**src/rtl/lsu_ctrl.sv**
```systemverilog
// lsu_ctrl: load/store controller in front of a word-wide data memory.
// Optional macro LSU_SUBWORD_EN enables byte/halfword accesses.
//
// Ports:
//   clk, rst_n           clock, async active-low reset
//   req_valid/req_ready  core request handshake
//   req_we, req_size     store flag, size (00 B, 01 H, 10 W, 11 rsvd)
//   req_unsigned         load zero-extends when set
//   req_addr, req_wdata  byte address, right-justified store data
//   resp_valid           one-cycle completion pulse
//   resp_rdata, resp_err load result / access rejected
//   mem_en, mem_addr     memory write enable, word-aligned address
//   mem_in, mem_out      memory write data, async read data
module lsu_ctrl (
    input  logic        clk,
    input  logic        rst_n,
    input  logic        req_valid,
    output logic        req_ready,
    input  logic        req_we,
    input  logic [1:0]  req_size,
    input  logic        req_unsigned,
    input  logic [31:0] req_addr,
    input  logic [31:0] req_wdata,
    output logic        resp_valid,
    output logic [31:0] resp_rdata,
    output logic        resp_err,
    output logic        mem_en,
    output logic [31:0] mem_addr,
    output logic [31:0] mem_in,
    input  logic [31:0] mem_out
);

    typedef enum logic [1:0] {
        IDLE,
        ACCESS,
        RESP
    } state_t;

    state_t      state_q, state_d;
    logic        we_q;
    logic [1:0]  size_q;
    logic        uns_q;
    logic [31:0] addr_q;
    logic [31:0] wdata_q;
    logic [31:0] rdata_q;
    logic        err_q;

    logic        err;
    logic [31:0] load_val;
    logic [31:0] store_val;

    always_ff @(posedge clk or negedge rst_n) begin
        if (!rst_n) begin
            state_q <= IDLE;
            we_q    <= 1'b0;
            size_q  <= 2'b00;
            uns_q   <= 1'b0;
            addr_q  <= 32'h0;
            wdata_q <= 32'h0;
            rdata_q <= 32'h0;
            err_q   <= 1'b0;
        end else begin
            state_q <= state_d;
            if (state_q == IDLE && req_valid) begin
                we_q    <= req_we;
                size_q  <= req_size;
                uns_q   <= req_unsigned;
                addr_q  <= req_addr;
                wdata_q <= req_wdata;
            end
            if (state_q == ACCESS) begin
                err_q   <= err;
                rdata_q <= (err || we_q) ? 32'h0 : load_val;
            end
        end
    end

    // Access legality check on the latched request.
    always_comb begin
        err = (addr_q[31:14] != 18'h0);
`ifdef LSU_SUBWORD_EN
        unique case (size_q)
            2'b00: ;
            2'b01: if (addr_q[0]) err = 1'b1;
            2'b10: if (addr_q[1:0] != 2'b00) err = 1'b1;
            default: err = 1'b1;
        endcase
`else
        if (size_q != 2'b10 || addr_q[1:0] != 2'b00)
            err = 1'b1;
`endif
    end

`ifdef LSU_SUBWORD_EN
    logic [31:0] byte_sh;
    logic [15:0] half_lane;

    assign byte_sh   = mem_out >> {addr_q[1:0], 3'b000};
    assign half_lane = addr_q[1] ? mem_out[31:16] : mem_out[15:0];

    always_comb begin
        unique case (size_q)
            2'b00: load_val = uns_q ? {24'h0, byte_sh[7:0]}
                                    : {{24{byte_sh[7]}}, byte_sh[7:0]};
            2'b01: load_val = uns_q ? {16'h0, half_lane}
                                    : {{16{half_lane[15]}}, half_lane};
            default: load_val = mem_out;
        endcase
    end

    // Sub-word stores merge into the current word read combinationally.
    always_comb begin
        store_val = mem_out;
        unique case (size_q)
            2'b00: begin
                unique case (addr_q[1:0])
                    2'b00: store_val[7:0]   = wdata_q[7:0];
                    2'b01: store_val[15:8]  = wdata_q[7:0];
                    2'b10: store_val[23:16] = wdata_q[7:0];
                    default: store_val[31:24] = wdata_q[7:0];
                endcase
            end
            2'b01: begin
                if (addr_q[1]) store_val[31:16] = wdata_q[15:0];
                else           store_val[15:0]  = wdata_q[15:0];
            end
            default: store_val = wdata_q;
        endcase
    end
`else
    logic unused_sub;
    assign unused_sub = uns_q;
    assign load_val   = mem_out;
    assign store_val  = wdata_q;
`endif

    always_comb begin
        state_d    = state_q;
        req_ready  = 1'b0;
        resp_valid = 1'b0;
        mem_en     = 1'b0;
        mem_addr   = 32'h0;
        mem_in     = 32'h0;
        unique case (state_q)
            IDLE: begin
                req_ready = 1'b1;
                if (req_valid) state_d = ACCESS;
            end
            ACCESS: begin
                mem_addr = {addr_q[31:2], 2'b00};
                if (we_q && !err) begin
                    mem_en = 1'b1;
                    mem_in = store_val;
                end
                state_d = RESP;
            end
            RESP: begin
                resp_valid = 1'b1;
                state_d    = IDLE;
            end
            default: state_d = IDLE;
        endcase
    end

    assign resp_rdata = rdata_q;
    assign resp_err   = err_q;

endmodule

```
**config.mk**
```make
export PLATFORM = sky130hd
export DESIGN_NAME = lsu_ctrl
export DESIGN_NICKNAME = d
export VERILOG_FILES = /design/src/rtl/lsu_ctrl.sv
export SDC_FILE = /design/constraint.sdc
export NUM_CORES = 1
export LEC_CHECK = 0
export ABC_AREA = 1
export BUFFER_PORTS_ARGS = -buffer_cell sky130_fd_sc_hd__buf_2
export CORE_MARGIN = 2
export CORE_UTILIZATION = 52
export DETAILED_ROUTE_END_ITERATION = 7
export PLACE_DENSITY_LB_ADDON = 0.1
export SYNTH_ARGS = -nofsm -noshare
export SYNTH_HDL_FRONTEND = slang
export SYNTH_SLANG_ARGS = --single-unit
```
**constraint.sdc**
```tcl
create_clock -name clk -period 3.4 [get_ports clk]
set_clock_uncertainty 0.2 [all_clocks]
set_input_delay 0.17 -clock clk [delete_from_list [all_inputs] [get_ports clk]]
set_output_delay 0.17 -clock clk [all_outputs]
set_load 0.02 [all_outputs]
```
==> flow_summary_export.csv, run 1 <==
group,metric,value,unit
die,row_count,34,
synth,ys_seq_area_share,53.75,%
placed_design,port_buffers,199,
cts,cts_made_buffers,9,
sta,drv_slew,0,
placed_design,globalplace.congestion,0.8280,
cts,insertion_delay,0.35,ns
sta,rsz0062_at_grt,"false",
power_and_ir_drop,swShare,31.04,%
power_and_ir_drop,power_frac_clock,26.8,%
global_routing,grt_pass1_wl,22400,µm
final_layout,postLayoutCoreUtil,79.04,%
synth,synth_edf_count,0,
power_and_ir_drop,peakVddDrop,290.5,µV
detailed_routing,viasPerCell,4.942,
die,initial_utilization,53.92,%
min_path,worstHoldStart,"req_valid",
global_routing,antenna_found_initial,0,
die,die-area,9912,µm²
detailed_routing,vias,4883,
placed_design,dpl_cell_area,5749,µm²
die,dieHeight,99.56,µm
synth,synthArstFlopShare,100.0,%
final_layout,final_layout_size_suffix_gt1_share,29.32,%
power_and_ir_drop,p_per_area,439.4,nW/µm²
global_routing,grt_usage,28.08,%
critical_path,cp.required,3.03,ns
global_routing,grt_pass1_vias,4894,
detailed_routing,drcViolationCount,0,
synth,synth_cell_types,17,
synth,synth_top_area_share,53.75,%
cts,htreeDepth,3,
critical_path,r2r-end,"addr_q[6]$_DFFE_PN0P_",
detailed_routing,wire_per_inst,13.92,µm
sta,setup_viol,0,
power_and_ir_drop,p_leak,3.964,nW
cts,ctsLongestPathBuffers,2,
critical_path,crit_type,"reg -> out",
global_routing,grt-ovfl-total,0,
cts,cts.sinks,102,
placed_design,dpl.hpwl,7910,µm
flow_run,max_cap_violations,0,
min_path,hold_class,"in -> reg",
critical_path,crit_start,"addr_q[19]$_DFFE_PN0P_",
final_layout,area_growth,46.59,%
cts,cts_tree,"built",
power_and_ir_drop,seqPwrFrac,48.3,%
critical_path,worst-r2r-cell-count,6,
synth,ys_ff_latch,102,
critical_path,cp-end-kind,"output pin",
detailed_routing,drt_wl_total,13750,µm
detailed_routing,antenna_left,0,
synth,syn_area,4748,µm²
detailed_routing,firstDrtPassIters,6,
power_and_ir_drop,p_sw,0.0009495,W
synth,synthTopCellsByArea,"dfrtp_1, nand2_1, inv_1, o21ai_0, nor2_1",
die,io-pin-count,203,
detailed_routing,drtIter0Drc,300,
power_and_ir_drop,total_power,0.003059,W
sta,final.period_utilization,78.61,%
global_routing,grt_start_max_net_pins,82,
critical_path,rr_startpoint,"state_q[1]$_DFFE_PN0P_",
die,die_w,99.56,µm
synth,syn_inst,596,
critical_path,start_kind,"register",
synth,yosys-top-cells-count,"nand2_1, dfrtp_1, inv_1",
synth,ys.flop_type,"dfrtp_1",
sta,whs,0.03416,ns
power_and_ir_drop,internal-power,0.002109,W
synth,synth_most_common_cell,"nand2_1",
final_layout,n_antenna_cell,0,
sta,setup-tns-final,0,ns
sta,clock.fmax,0.3741,GHz
critical_path,crit_path_end,"mem_in[0]",
cts,cts.clk_slew.worst_paths,0.10,ns
critical_path,path_max_fanout,33,
sta,tightest_slew,0.8049,ns
die,core-area,8806,µm²
sta,maxSlewHeadroom,46.34,%
sta,fin_crit,2.673,ns
critical_path,cp.arrival,2.30,ns
cts,clock-root-buffer,"clkbuf_8",
synth,syn-mean-instance-area,7.967,µm²
synth,post-synth-top-area-cell,"dfrtp_1",
final_layout,design_area,6960,µm²
critical_path,rrSetupSlack,1.23,ns
synth,ys_warn_count,0,
sta,hold_viol_final,0,
final_layout,nets,980,
outcome,status,"finished, final reports clean",
power_and_ir_drop,comb_power_share,24.9,%
cells by family after synthesis:
kind of cell    synth area share (%)
simple gates                   27.04
compound gates                 6.746
flops                          53.75
other cells                  0.07898
buf+inv                        12.38
repair_timing:
action	in CTS	in global routing
hold buffers	100	0
endpoints found under the setup margin	0	0
endpoints found under the hold margin	159	0
setup buffers	0	0
resized for setup	0	0
power by group through the flow:
stage / clock network [W] / registers [W] / logic [W]
after global routing: 0.000889 / 0.00149 / 0.000859
final: 0.000820 / 0.00148 / 0.000762
after detailed placement: 0 / 0.00150 / 0.000654
after floorplan: 0 / 0.00147 / 0.000459
after CTS: 0.000838 / 0.00148 / 0.000746
after global placement: 0 / 0.00149 / 0.000634
placed cells by master (no fill, tap or decap):
cell type	count
clkbuf_8	10
conb_1	2
nand4_1	32
inv_2	2
inv_1	99
dfrtp_1	102
nor2_4	2
buf_4	8
dlygate4sd3_1	100
clkinv_2	1
nand3_1	2
clkinvlp_4	1
nand2_1	144
nor2_1	77
nand2_2	1
nand4_4	1
nor2_2	31
buf_2	198
o21ai_0	64
bufinv_16	2
buf_12	1
flip-flops by register name, indices dropped and copies added (netlist names):
name / flops
we_q: 1
addr_q: 32
state_q: 2
resp_rdata: 32
store_val: 32
resp_err: 1
size_q: 2
metrics by stage:
step | std cells | setup WS, ns
6_report | 988 | 0.7272
2_1_floorplan | 597 | 1.659
3_3_place_gp | 874 | 1.192
3_5_place_dp | 874 | 1.162
5_1_grt | 988 | 0.5780
4_1_cts | 988 | 0.7484
critical path, cell delays in order (launching register included):
cell and delay, ns:
dfrtp_1 0.40, nor2_1 0.11, nand2_1 0.08, nor2_2 0.20, nand4_4 0.59, nor2_1 0.33, buf_2 0.22
layout make-up:
| class | count | area (µm²) |
|---|---|---|
| Fill cell | 604 | 1846 |
| Clock buffer | 10 | 137.6 |
| Inverter | 101 | 379.1 |
| Multi-Input combinational cell | 356 | 1612 |
| Clock inverter | 4 | 72.57 |
| Timing Repair Buffer | 307 | 2072 |
| Tap cell | 108 | 135.1 |
| Sequential cell | 102 | 2552 |
worst min path at each step:
stage	to	cells past startpoint
6_report	size_q[0]$_DFFE_PN0P_	4
3_5_place_dp	resp_rdata[8]$_DFFE_PN0P_	1
3_3_place_gp	resp_rdata[8]$_DFFE_PN0P_	1
4_1_cts	size_q[0]$_DFFE_PN0P_	4
5_1_grt	addr_q[1]$_DFFE_PN0P_	4
2_1_floorplan	addr_q[0]$_DFFE_PN0P_	0
routing by layer:
metal,up-vias,track usage (%),routed length [µm]
li1,2349,-,-
met1,2250,34.36,5281
met2,241,48.39,7023
met3,43,5.833,1008
met4,0,11.80,440
met5,-,0,0
(Power assumes the default switching activity.)
==> inputs of run 2 (changes only) <==
- CORE_UTILIZATION: 52 -> 43
- clock period: 3.4 -> 2.4 ns (I/O delays scaled with it)
==> run 2 against run 1 <==
Against the previous run: via count fell by 4.1%; critical path depth rose by 1; worst setup slack got worse by 0.54 ns; sequential share of layout area fell by 0.40 points; first-iteration DRC count rose by 9.0%; design area rose by 1.1%; wire length fell by 6.3%; combinational power rose by 43%; die area rose by 20%; clock power rose by 26%; critical path type unchanged; highest routed layer unchanged.
==> flow_summary_export.csv, run 2 (synthesis results as in run 1) <==
group,metric,value,unit
detailed_routing,met1Wirelength,5464,µm
sta,clock.fmax,0.4511,GHz
global_routing,grt-ovfl-total,0,
critical_path,crit_type,"reg -> out",
sta,fin_crit,2.217,ns
die,die_w,109.1,µm
sta,setup_viol,0,
cts,cts_tree,"built",
critical_path,path_max_fanout,33,
detailed_routing,drtIter0Drc,327,
critical_path,start_kind,"register",
detailed_routing,viasPerCell,4.563,
sta,tightest_slew,0.6167,ns
power_and_ir_drop,peakVddDrop,323.3,µV
flow_run,max_cap_violations,0,
detailed_routing,firstDrtPassIters,4,
detailed_routing,wire_per_inst,12.56,µm
critical_path,worst-r2r-cell-count,7,
final_layout,nets,985,
power_and_ir_drop,p_per_area,596.3,nW/µm²
detailed_routing,wl_met2,6381,µm
critical_path,crit_path_end,"mem_in[17]",
placed_design,port_buffers,199,
sta,maxSlewHeadroom,58.89,%
placed_design,place_ws,0.5651,ns
detailed_routing,highest_layer,"met4",
global_routing,grt_pass1_wl,20690,µm
critical_path,rrSetupSlack,0.20,ns
final_layout,fillers,907,
die,io-pin-count,203,
final_layout,layout_common_cells,"buf_2, nand2_1, dlygate4sd3_1",
die,die-area,11900,µm²
critical_path,cp.required,2.08,ns
die,row_count,38,
detailed_routing,dr_wl_met3,741,µm
die,initial_utilization,43.99,%
die,core-area,10790,µm²
sta,setup-tns-final,0,ns
global_routing,antenna_found_initial,0,
placed_design,globalplace.congestion,0.7618,
cts,cts.clk_slew.worst_paths,0.09,ns
outcome,status,"finished, final reports clean",
cts,cts_setup_buffers,0,
die,dieHeight,109.1,µm
critical_path,cp-end-kind,"output pin",
cts,insertion_delay,0.36,ns
final_layout,final_layout_size_suffix_gt1_share,29.12,%
cts,clock-root-buffer,"clkbuf_8",
final_layout,postLayoutCoreUtil,65.20,%
placed_design,dpl.hpwl,7853,µm
final_layout,area_growth,48.20,%
critical_path,r2r-end,"addr_q[1]$_DFFE_PN0P_",
cts,cts.sinks,102,
global_routing,grt_usage,22.02,%
cts,ctsLongestPathBuffers,2,
critical_path,rr_startpoint,"state_q[1]$_DFFE_PN0P_",
cts,cts_made_buffers,9,
critical_path,crit_start,"addr_q[15]$_DFFE_PN0P_",
detailed_routing,drcViolationCount,0,
sta,rsz0062_at_grt,"false",
final_layout,n_antenna_cell,0,
power_and_ir_drop,p_leak,3.984,nW
sta,layout_setup_ws,0.1834,ns
final_layout,final_common_cell,"buf_2",
detailed_routing,antenna_left,0,
global_routing,grt_start_max_net_pins,132,
sta,drv_slew,0,
min_path,hold_class,"in -> async",
sta,hold_viol_final,0,
sta,whs,0.09898,ns
global_routing,grt_pass1_vias,4711,
sta,final.period_utilization,92.36,%
cts,htreeDepth,3,
detailed_routing,drt_wl_total,12890,µm
detailed_routing,vias,4682,
critical_path,cp.arrival,1.90,ns
-- run 2: changes by cell type in the layout (fill, tap and decap cells not counted), sizes merged --
cell         change
clkinvlp         -1
clkinv           -1
buf              +1
bufinv           -2
clkbuf           +5
dlygate4sd3      +4
-- run 2: through the flow --
| step | area [µm²] | total power [W] | instances |
|---|---|---|---|
| finish | 7037 | 0.004196 | 1026 |
| global route | 7037 | 0.004492 | 1026 |
| detailed placement | 5809 | 0.003054 | 907 |
| global placement | 5809 | 0.003025 | 907 |
| CTS | 7037 | 0.004248 | 1026 |
| floorplan | 4752 | 0.002739 | 597 |
-- run 2: layout make-up --
cell class,count,area [µm²],share of cell area [%]
Inverter,101,379.1,5.388
Tap cell,140,175.2,2.489
Multi-Input combinational cell,356,1612,22.90
Clock buffer,15,186.4,2.649
Sequential cell,102,2552,36.27
Timing Repair Buffer,312,2132,30.30
-- run 2: metal layers --
layer	GRT usage [%]	vias to the layer above
met3	3.885	22
met2	39.04	150
met4	9.432	0
li1	-	2360
met5	0	-
met1	26.12	2150
-- run 2: critical path, stage by stage, from the launching register on --
cell,delay (ns)
dfrtp_1,0.39
nor2_1,0.11
nand2_1,0.09
nor2_2,0.21
nand4_4,0.11
buf_4,0.29
nor2_2,0.15
buf_2,0.18
-- run 2: how the worst min path moves through the flow --
stage                                 to  slack, ns  start
2_1_floorplan      addr_q[0]$_DFFE_PN0P_      -0.38  rst_n
3_3_place_gp   resp_rdata[9]$_DFFE_PN0P_      -0.02  rst_n
3_5_place_dp   resp_rdata[9]$_DFFE_PN0P_      -0.02  rst_n
4_1_cts        resp_rdata[9]$_DFFE_PN0P_       0.12  rst_n
5_1_grt        resp_rdata[9]$_DFFE_PN0P_       0.16  rst_n
6_report       resp_rdata[9]$_DFFE_PN0P_        0.1  rst_n
-- run 2: timing repair --
item | in CTS | in global routing
hold buffers | 104 | 0
hold endpoints to repair | 145 | 0
resized for setup | 0 | 0
-- run 2: where the power goes --
part / leakage [nW] / switching, W / internal, W
clock: 0.0958 / 0.000539 / 0.000488
combinational: 2.58 / 0.000665 / 0.000422
sequential: 1.31 / 0.0000964 / 0.00199
total: 3.98 / 0.00130 / 0.00290
==> inputs of run 3 (changes only) <==
- ABC_AREA: 1 -> not set
- SLEW_MARGIN: not set -> 5
==> run 3 against run 2 <==
Against the previous run: wire length down 3.0%; final cell count down 18%; global-route usage down 1.2 points; area after synthesis down 0.34%.
==> flow_summary_export.csv, run 3 <==
group,metric,value,unit
outcome,status,"finished, final reports clean",
sta,clock.fmax,0.4247,GHz
synth,ys.flop_type,"dfrtp_1",
critical_path,r2r-end,"resp_rdata[0]$_DFFE_PN0P_",
detailed_routing,drcViolationCount,0,
critical_path,start_kind,"register",
detailed_routing,firstDrtPassIters,4,
die,dieHeight,108.9,µm
detailed_routing,drt_wl_total,12500,µm
placed_design,dpl_cell_area,5839,µm²
global_routing,grt-ovfl-total,0,
global_routing,grt_pass1_wl,19670,µm
critical_path,worst-r2r-cell-count,3,
detailed_routing,drtIter0Drc,168,
power_and_ir_drop,peakVddDrop,435.5,µV
cts,ctsLongestPathBuffers,2,
detailed_routing,wire_per_inst,14.83,µm
final_layout,postLayoutCoreUtil,65.93,%
flow_run,max_cap_violations,0,
placed_design,dpl.hpwl,8126,µm
die,core-area,10790,µm²
placed_design,port_buffers,199,
sta,drv_slew,0,
critical_path,crit_type,"reg -> out",
synth,synth_most_common_cell,"dfrtp_1",
power_and_ir_drop,total_power,0.004449,W
detailed_routing,viasPerCell,4.852,
sta,tightest_slew,0.5668,ns
placed_design,place_inst,729,
power_and_ir_drop,p_per_area,625.2,nW/µm²
synth,synthTopCellsByArea,"dfrtp_1, mux2_2, o41ai_2, nand2_1, and2_1",
synth,ys_warn_count,0,
power_and_ir_drop,p_leak,3.582,nW
cts,cts.clk_slew.worst_paths,0.09,ns
sta,hold_viol_final,0,
global_routing,grt_pass1_vias,4123,
synth,yosys-top-cells-count,"dfrtp_1, mux2_2, nand2_1",
sta,final.period_utilization,98.12,%
final_layout,final_layout_size_suffix_gt1_share,45.38,%
cts,htreeDepth,3,
sta,maxSlewHeadroom,62.21,%
cts,cts_made_buffers,9,
critical_path,cp-end-kind,"output pin",
cts,clock-root-buffer,"clkbuf_8",
final_layout,final_common_cell,"buf_2",
sta,fin_crit,2.355,ns
min_path,hold_class,"in -> async",
synth,ys_ff_latch,102,
final_layout,layout_common_cells,"buf_2, dfrtp_1, dlygate4sd3_1",
synth,synthArstFlopShare,100.0,%
placed_design,globalplace.congestion,0.7749,
final_layout,nets,804,
cts,cts_tree,"built",
final_layout,post_layout_nonfiller_instances,843,
final_layout,design_area,7116,µm²
die,die_w,108.9,µm
global_routing,grt_usage,20.86,%
cts,cts.sinks,102,
die,row_count,38,
synth,post-synth-top-area-cell,"dfrtp_1",
die,die-area,11860,µm²
final_layout,n_antenna_cell,0,
critical_path,path_max_fanout,38,
synth,synth_edf_count,0,
global_routing,antenna_found_initial,0,
final_layout,area_growth,50.37,%
global_routing,grt_start_max_net_pins,44,
detailed_routing,vias,4090,
sta,whs,0.1064,ns
cts,insertion_delay,0.35,ns
synth,synth_top_area_share,53.94,%
critical_path,crit_start,"addr_q[22]$_DFFE_PN0P_",
critical_path,rrSetupSlack,0.55,ns
critical_path,cp.required,2.08,ns
synth,syn_area,4732,µm²
critical_path,cp.arrival,2.03,ns
sta,setup_viol,0,
die,initial_utilization,43.84,%
synth,syn_inst,414,
synth,ys_seq_area_share,53.94,%
synth,synth_cell_types,25,
detailed_routing,antenna_left,0,
synth,syn-mean-instance-area,11.43,µm²
critical_path,rr_startpoint,"we_q$_DFFE_PN0P_",
die,io-pin-count,203,
-- run 3: what timing repair did --
action                                 in CTS  in global routing
hold buffers                              100                  0
pin swaps                                   0                  2
resized for setup                           3                 10
endpoints found under the hold margin     164                  0
gates cloned                                0                  0
setup endpoints to repair                  29                 33
setup buffers                               0                  1
-- run 3: area by class of cell --
type                       instances  area [µm²]
tap                              140       175.2
sequential                       102        2554
timing repair buffer             313        2161
multi-input combinational        241        1898
clock inverter                     4       75.07
clock buffer                       9       123.9
fill                             854        3677
inverter                          34       128.9
-- run 3: critical path, stage by stage (launching register included) --
cell and delay [ns]:
dfrtp_1 0.41, nor4_2 0.31, nand4_1 0.14, buf_4 0.18, buf_12 0.18, nor3_1 0.25, buf_2 0.21
-- run 3: worst max-delay path by stage --
stage	to	slack [ns]	cells after the start
after floorplan	mem_in[10]	0.44	5
after global routing	mem_in[0]	-0.03	6
final	mem_in[0]	0.05	6
after global placement	mem_in[21]	0.36	5
after CTS	mem_in[4]	0.01	5
after detailed placement	mem_in[4]	0.36	5
-- run 3: layer usage --
metal  GRT usage (%)  routed length (µm)  up-vias
met5               0                   0        -
met4           5.952                 173        0
met3           4.842                 769       14
met2           34.74                6128      133
met1           27.23                5429     1971
li1                -                   -     1972
-- run 3: cell families (layout without fill, tap and decap cells) --
logic type,Yosys count,in the layout,synth area share [%]
compound gates,33,33,8.646
buf+inv,72,360,7.112
flops,102,102,53.94
mux,67,67,15.94
other cells,1,2,0.07925
simple gates,139,139,14.28
-- run 3: stage by stage --
stage / setup WS [ns] / TNS, ns
2_1_floorplan: 0.4429 / 0
3_3_place_gp: 0.3637 / 0
5_1_grt: -0.02916 / -0.06960
4_1_cts: 0.01177 / 0
3_5_place_dp: 0.3633 / 0
6_report: 0.04518 / 0
-- run 3: report_power, final --
group | switching (W) | internal (W) | leakage (nW) | total (W)
registers | 0.000227 | 0.00202 | 1.26 | 0.00224
clock network | 0.000547 | 0.000571 | 0.0933 | 0.00112
logic | 0.000506 | 0.000582 | 2.23 | 0.00109
total | 0.00128 | 0.00317 | 3.58 | 0.00445
